**config.mk**
```make
export PLATFORM = sky130hd
export DESIGN_NAME = pe_window_addr_gen
export DESIGN_NICKNAME = d
export VERILOG_FILES = /design/src/rtl/pe_pkg.sv /design/src/rtl/pe_wrap_cnt.sv /design/src/rtl/pe_window_addr_gen.sv
export SDC_FILE = /design/constraint.sdc
export NUM_CORES = 1
export LEC_CHECK = 0
export CAP_MARGIN = 10
export CORE_AREA = 2 2 74 76
export CTS_BUF_LIST = sky130_fd_sc_hd__clkbuf_4 sky130_fd_sc_hd__clkbuf_8
export CTS_CLUSTER_SIZE = 20
export DETAILED_ROUTE_END_ITERATION = 10
export DIE_AREA = 0 0 76 78
export GPL_ROUTABILITY_DRIVEN = 0
export PLACE_DENSITY = 0.78
export SLEW_MARGIN = 0
export SYNTH_ARGS = -nofsm -noshare
export SYNTH_HDL_FRONTEND = slang
export SYNTH_SLANG_ARGS = --single-unit
```
**constraint.sdc**
```tcl
create_clock -name clk -period 3.2 [get_ports clk]
set_clock_uncertainty 0.15 [all_clocks]
set_input_delay 0.96 -clock clk [delete_from_list [all_inputs] [get_ports clk]]
set_output_delay 0.96 -clock clk [all_outputs]
set_load 0.02 [all_outputs]
```
**src/rtl/pe_pkg.sv**
```systemverilog
// Shared types and constants for the Eyeriss PE window address sequencer.
package pe_pkg;

    // Default geometry of the PE scratchpads.
    localparam int IFMAP_AW_DEF  = 4;
    localparam int FILTER_AW_DEF = 4;
    localparam int NF_W_DEF      = 2;

    // Width of the next-window test; two guard bits keep s + stride + fs - 1 from wrapping.
    localparam int EXT_W = IFMAP_AW_DEF + 2;

    typedef enum logic [1:0] {
        IDLE = 2'd0,
        RUN  = 2'd1,
        DONE = 2'd2
    } state_e;

    // Configuration bundle as presented by the PE controller at start.
    typedef struct packed {
        logic [FILTER_AW_DEF-1:0] filter_size;
        logic [NF_W_DEF:0]        num_filters;
        logic [IFMAP_AW_DEF-1:0]  stride;
        logic [IFMAP_AW_DEF-1:0]  input_len;
    } cfg_t;

endpackage

```
**src/rtl/pe_wrap_cnt.sv**
```systemverilog
// Wrapping up-counter: counts on en, returns to 0 when it steps past max.
module pe_wrap_cnt #(
    parameter int W = 4
) (
    input  logic         clk,
    input  logic         rst,
    input  logic         clr,
    input  logic         en,
    input  logic [W-1:0] max,
    output logic [W-1:0] q,
    output logic         wrap
);

    logic [W-1:0] q_q;
    logic [W-1:0] q_d;

    assign wrap = en && (q_q == max);
    assign q    = q_q;

    // Next count: clear wins, otherwise increment or wrap to zero.
    always_comb begin
        q_d = q_q;
        if (clr) begin
            q_d = '0;
        end else if (en) begin
            q_d = wrap ? '0 : q_q + W'(1);
        end
    end

    // Count register.
    always_ff @(posedge clk) begin
        if (rst) begin
            q_q <= '0;
        end else begin
            q_q <= q_d;
        end
    end

endmodule

```
**src/rtl/pe_window_addr_gen.sv**
```systemverilog
// Sliding-window address sequencer: nested loops over tap k, filter f and window start s.
module pe_window_addr_gen
    import pe_pkg::*;
#(
    parameter int IFMAP_AW  = 4,
    parameter int FILTER_AW = 4,
    parameter int NF_W      = 2
) (
    input  logic                 clk,
    input  logic                 rst,
    input  logic                 start,
    input  logic [FILTER_AW-1:0] filter_size,
    input  logic [NF_W:0]        num_filters,
    input  logic [IFMAP_AW-1:0]  stride,
    input  logic [IFMAP_AW-1:0]  input_len,
    input  logic                 ready,
    output logic                 valid,
    output logic [IFMAP_AW-1:0]  ifmap_addr,
    output logic [FILTER_AW-1:0] filter_addr,
    output logic [NF_W-1:0]      psum_addr,
    output logic                 last_tap,
    output logic                 window_done,
    output logic                 busy,
    output logic                 done,
    output logic                 cfg_err
);

    localparam int XW = ((IFMAP_AW > FILTER_AW) ? IFMAP_AW : FILTER_AW) + 2;
    localparam logic [IFMAP_AW-1:0] WIN_MAX = '1;

    state_e state_q, state_d;

    logic [FILTER_AW-1:0] fs_q;
    logic [NF_W:0]        nf_q;
    logic [IFMAP_AW-1:0]  stride_q;
    logic [IFMAP_AW-1:0]  len_q;
    logic [IFMAP_AW-1:0]  s_q, s_d;
    logic [FILTER_AW-1:0] base_q, base_d;
    logic                 cfg_err_q;

    logic                 illegal, start_ok, adv;
    logic [FILTER_AW-1:0] fs_m1;
    logic [NF_W:0]        nf_m1;
    logic [FILTER_AW-1:0] k_q;
    logic [NF_W-1:0]      f_q;
    logic [IFMAP_AW-1:0]  win_q;
    logic                 k_wrap, f_wrap, win_wrap;
    logic [XW-1:0]        n_next;
    logic                 over, win_at_max, finish;

    assign illegal  = (filter_size == '0) || (num_filters == '0) || (stride == '0) ||
                      (XW'(filter_size) > XW'(input_len));
    assign start_ok = (state_q == IDLE) && start && !illegal;
    assign valid    = (state_q == RUN);
    assign adv      = valid && ready;

    assign fs_m1 = fs_q - FILTER_AW'(1);
    assign nf_m1 = nf_q - (NF_W + 1)'(1);

    pe_wrap_cnt #(.W(FILTER_AW)) u_k_cnt (
        .clk  (clk),
        .rst  (rst),
        .clr  (start_ok),
        .en   (adv),
        .max  (fs_m1),
        .q    (k_q),
        .wrap (k_wrap)
    );

    pe_wrap_cnt #(.W(NF_W)) u_f_cnt (
        .clk  (clk),
        .rst  (rst),
        .clr  (start_ok),
        .en   (k_wrap),
        .max  (nf_m1[NF_W-1:0]),
        .q    (f_q),
        .wrap (f_wrap)
    );

    pe_wrap_cnt #(.W(IFMAP_AW)) u_win_cnt (
        .clk  (clk),
        .rst  (rst),
        .clr  (start_ok),
        .en   (f_wrap),
        .max  (WIN_MAX),
        .q    (win_q),
        .wrap (win_wrap)
    );

    // Would the next window's last tap still land inside the ifmap? Guard bits prevent wrap.
    assign n_next     = XW'(s_q) + XW'(stride_q) + XW'(fs_q) - XW'(1);
    assign over       = (n_next >= XW'(len_q));
    // Window index saturating is a backstop; with legal configs `over` always fires first.
    assign win_at_max = (win_q == WIN_MAX);
    assign finish     = f_wrap && (over || win_at_max);

    // Window start and filter base accumulators, stepped by the counter wrap strobes.
    always_comb begin
        s_d    = s_q;
        base_d = base_q;
        if (start_ok) begin
            s_d    = '0;
            base_d = '0;
        end else begin
            if (f_wrap && !over && !win_wrap) begin
                s_d = s_q + stride_q;
            end
            if (k_wrap) begin
                base_d = f_wrap ? '0 : base_q + fs_q;
            end
        end
    end

    // Accumulator, latched-config and error-pulse registers.
    always_ff @(posedge clk) begin
        if (rst) begin
            s_q       <= '0;
            base_q    <= '0;
            fs_q      <= '0;
            nf_q      <= '0;
            stride_q  <= '0;
            len_q     <= '0;
            cfg_err_q <= 1'b0;
        end else begin
            s_q       <= s_d;
            base_q    <= base_d;
            cfg_err_q <= (state_q == IDLE) && start && illegal;
            if (start_ok) begin
                fs_q     <= filter_size;
                nf_q     <= num_filters;
                stride_q <= stride;
                len_q    <= input_len;
            end
        end
    end

    // FSM next state: IDLE -> RUN on legal start, RUN -> DONE after the final beat.
    always_comb begin
        state_d = state_q;
        case (state_q)
            IDLE:    if (start_ok) state_d = RUN;
            RUN:     if (finish)   state_d = DONE;
            DONE:    state_d = IDLE;
            default: state_d = IDLE;
        endcase
    end

    // FSM state register.
    always_ff @(posedge clk) begin
        if (rst) begin
            state_q <= IDLE;
        end else begin
            state_q <= state_d;
        end
    end

    assign ifmap_addr  = valid ? (s_q + IFMAP_AW'(k_q)) : '0;
    assign filter_addr = valid ? (base_q + k_q) : '0;
    assign psum_addr   = valid ? f_q : '0;
    assign last_tap    = valid && (k_q == fs_m1);
    assign window_done = last_tap && ({1'b0, f_q} == nf_m1);
    assign busy        = (state_q != IDLE);
    assign done        = (state_q == DONE);
    assign cfg_err     = cfg_err_q;

endmodule

```
==> results_dict.tcl <==
set metrics [dict create \
    rsz0062_at_grt "true" \
    start_util_pct 51.4 \
    drt-total-wl_um 5610 \
    numPortBuffers 34 \
    place_hpwl_um 4350 \
    fin_crit_ns 3.22 \
    setup_viol 3 \
    drv_slew 0 \
    nets 416 \
    grt_pass1_vias 2209 \
    synthesis.area_mm2 0.00259 \
    worstMarginPinSlew_ns 0.435 \
    final_cell_area_mm2 0.00331 \
    regArea_um2 726 \
    syn_avg_cell_area_um2 8.67 \
    syn_nets 359 \
    hold_path_class "flop to flop" \
    cp.arrival_ns 3.30 \
    synth_warnings 0 \
    coreArea_mm2 0.00504 \
    drive_gt1_share_pct 15.7 \
    syn_inst 299 \
    grt_usage_pct 20.2 \
    multi_input_area_mm2 0.00174 \
    critPathCaptureType "flop" \
    cts_tree "yes" \
    dr_wl_met2_um 2850 \
    clock-sinks 36 \
    ys_ff_latch 36 \
    wl_per_cell_um 13.1 \
    utilization_pct 65.7 \
    synthArstFlopShare_pct 0 \
    startpoint "fs_q[1]" \
    start_kind "flop" \
    clockBufferDepth 2 \
    synth_top_cell_area_share_pct 27.8 \
    num_vias 2177 \
    chipHeight_um 78 \
    cts-hold-fix-buffers 0 \
    critPathMaxStageDelay_ns 0.55 \
    final.setup.worst_slack_ns -0.0170 \
    power_density_mw_per_mm2 355 \
    synth_top_cell_by_area "dfxtp_1" \
    yosys-top-cells-area "dfxtp_1 (28%), ha_1 (16%), mux2i_1 (7.7%), fa_1 (6.2%), inv_1 (5.9%)" \
    drt_first_iter_violations 94 \
    drc_errors 0 \
    hp-start "base_q[0]" \
    dieArea_mm2 0.00593 \
    r2r-start "fs_q[1]" \
    h-tree-depth 2 \
    die_w_um 76 \
    path_clk_slew_ns 0.08 \
    cp.required_ns 3.28 \
    top_layer "met4" \
    fillers 422 \
    grt-ovfl-total 0 \
    synth_edf_count 0 \
    layout_common_cells "inv_1 (39), nor2_1 (35), dfxtp_1 (32)" \
    p_leak_nw 1.47 \
    status "finished, violations left" \
    synth_cell_types 39 \
    hold_viol_final 0 \
    syn_to_final_growth_pct 27.7 \
    critPathMaxFanout 3 \
    drv_cap 0 \
    ioPinCount 35 \
    fmax_mhz 311 \
    diodes 0 \
    cp_common_cell "ha_4" \
    violations "setup timing" \
    cp_cell_sequence "inv_2 -> ha_4 -> fa_1 -> inv_1 -> ha_2 -> fa_2 -> ha_4 -> o21ai_2 -> o21a_1 -> nand4_1 -> or3_1 -> a21oi_1" \
    wl_met1_um 2480 \
    layout_commonest_cell "inv_1" \
    via_per_inst 5.10 \
    post_dp_cell_area_mm2 0.00316 \
    slew_headroom_pct 70.8 \
    antenna_found_initial 0 \
    firstDrtPassIters 4 \
    grt_max_degree 20 \
    synth_flop_cell "dfxtp_1" \
    peakVddDrop_mv 0.229 \
    grt_pass1_wl_um 9580 \
    insertion_delay_ns 0.30 \
    met3WireLength_um 135 \
    ant_nets 0 \
    critPathKind "flop to flop" \
    cts_root_buf "clkbuf_8" \
    slowest_stage "fa_2" \
    period_share_pct 101 \
    power_mw 1.18 \
    cts_buffers 5 \
    rows 26 \
    ys_seq_area_share_pct 27.8 \
]
## layer usage
| metal | vias to the layer above | track usage [%] |
|---|---|---|
| met5 | - | 0 |
| met4 | 0 | 9.27 |
| met3 | 14 | 3.49 |
| met2 | 36 | 36.5 |
| met1 | 1018 | 23.3 |
| li1 | 1109 | - |
## where the power goes
group          switching, mW  total, mW  internal [mW]
sequential           0.00971      0.474          0.464
clock                  0.173      0.356          0.183
combinational          0.180      0.345          0.165
## logic make-up after synthesis
group                    count (synthesis)  share of synthesized area, %
AO/OA/AOI/OAI                           42                          9.50
XOR/XNOR                                23                          8.59
adder cells (fa/ha/maj)                 41                          22.1
buffers and inverters                   49                          7.28
flip-flops                              36                          27.8
multiplexers                            20                          7.72
AND/OR/NAND/NOR                         88                          17.0
## area by class of cell
class | instances | area share (%)
clock buffers | 7 | 2.72
clock inverters | 1 | 0.227
inverters | 41 | 4.65
multi-input cells | 214 | 52.4
flip-flops and latches | 36 | 21.9
well taps | 70 | 2.64
repair buffers | 58 | 15.4
## timing repair
action                                  4_1_cts  5_1_grt
buffers inserted                              0        3
pin swaps                                     3        6
endpoints found under the setup margin       13        8
resized for setup                            13        9
## critical path, delay by kind of cell (launching register included)
family | cells | cell delay, ns
buf+inv | 2 | 0.12
compound gates | 3 | 0.43
flops | 1 | 0.34
fa+ha+maj | 5 | 1.68
simple gates | 2 | 0.44
## registers in the layout, indices dropped and copies added, names as in the netlist
| name | flops |
|---|---|
| base_q | 4 |
| cfg_err | 1 |
| stride_q | 4 |
| state_q | 2 |
| u_k_cnt.q | 4 |
| u_f_cnt.q | 2 |
| nf_q | 3 |
| u_win_cnt.q | 4 |
| len_q | 4 |
| s_q | 4 |
| fs_q | 4 |
## final timing paths
check / endpoint / slack (ns) / cells past startpoint
setup / recovery: s_q[3] / -0.02 / 12
hold / removal: base_q[0] / 0.35 / 2
setup reg to reg: s_q[3] / -0.02 / 12
hold reg to reg: base_q[0] / 0.35 / 2
## cell usage after synthesis, types with 5 or more instances
master / instances
a21o_1: 6
ha_1: 33
a21oi_1: 21
dfxtp_1: 36
nand2_1: 17
fa_1: 8
and2_1: 5
nor2_1: 35
mux2i_1: 20
xnor2_1: 10
o21ai_0: 7
inv_1: 41
xor2_1: 11
## stage by stage
step | TNS, ns | setup slack [ns] | instances | hold slack, ns
2_1_floorplan | 0 | 0.0395 | 299 | 0.303
5_1_grt | -0.552 | -0.170 | 427 | 0.366
6_report | -0.0418 | -0.0170 | 427 | 0.347
4_1_cts | 0 | 0.00838 | 424 | 0.342
3_3_place_gp | 0 | 0.0141 | 416 | 0.324
3_5_place_dp | -0.170 | -0.0692 | 416 | 0.331
Power figures use the tool's default switching activity.
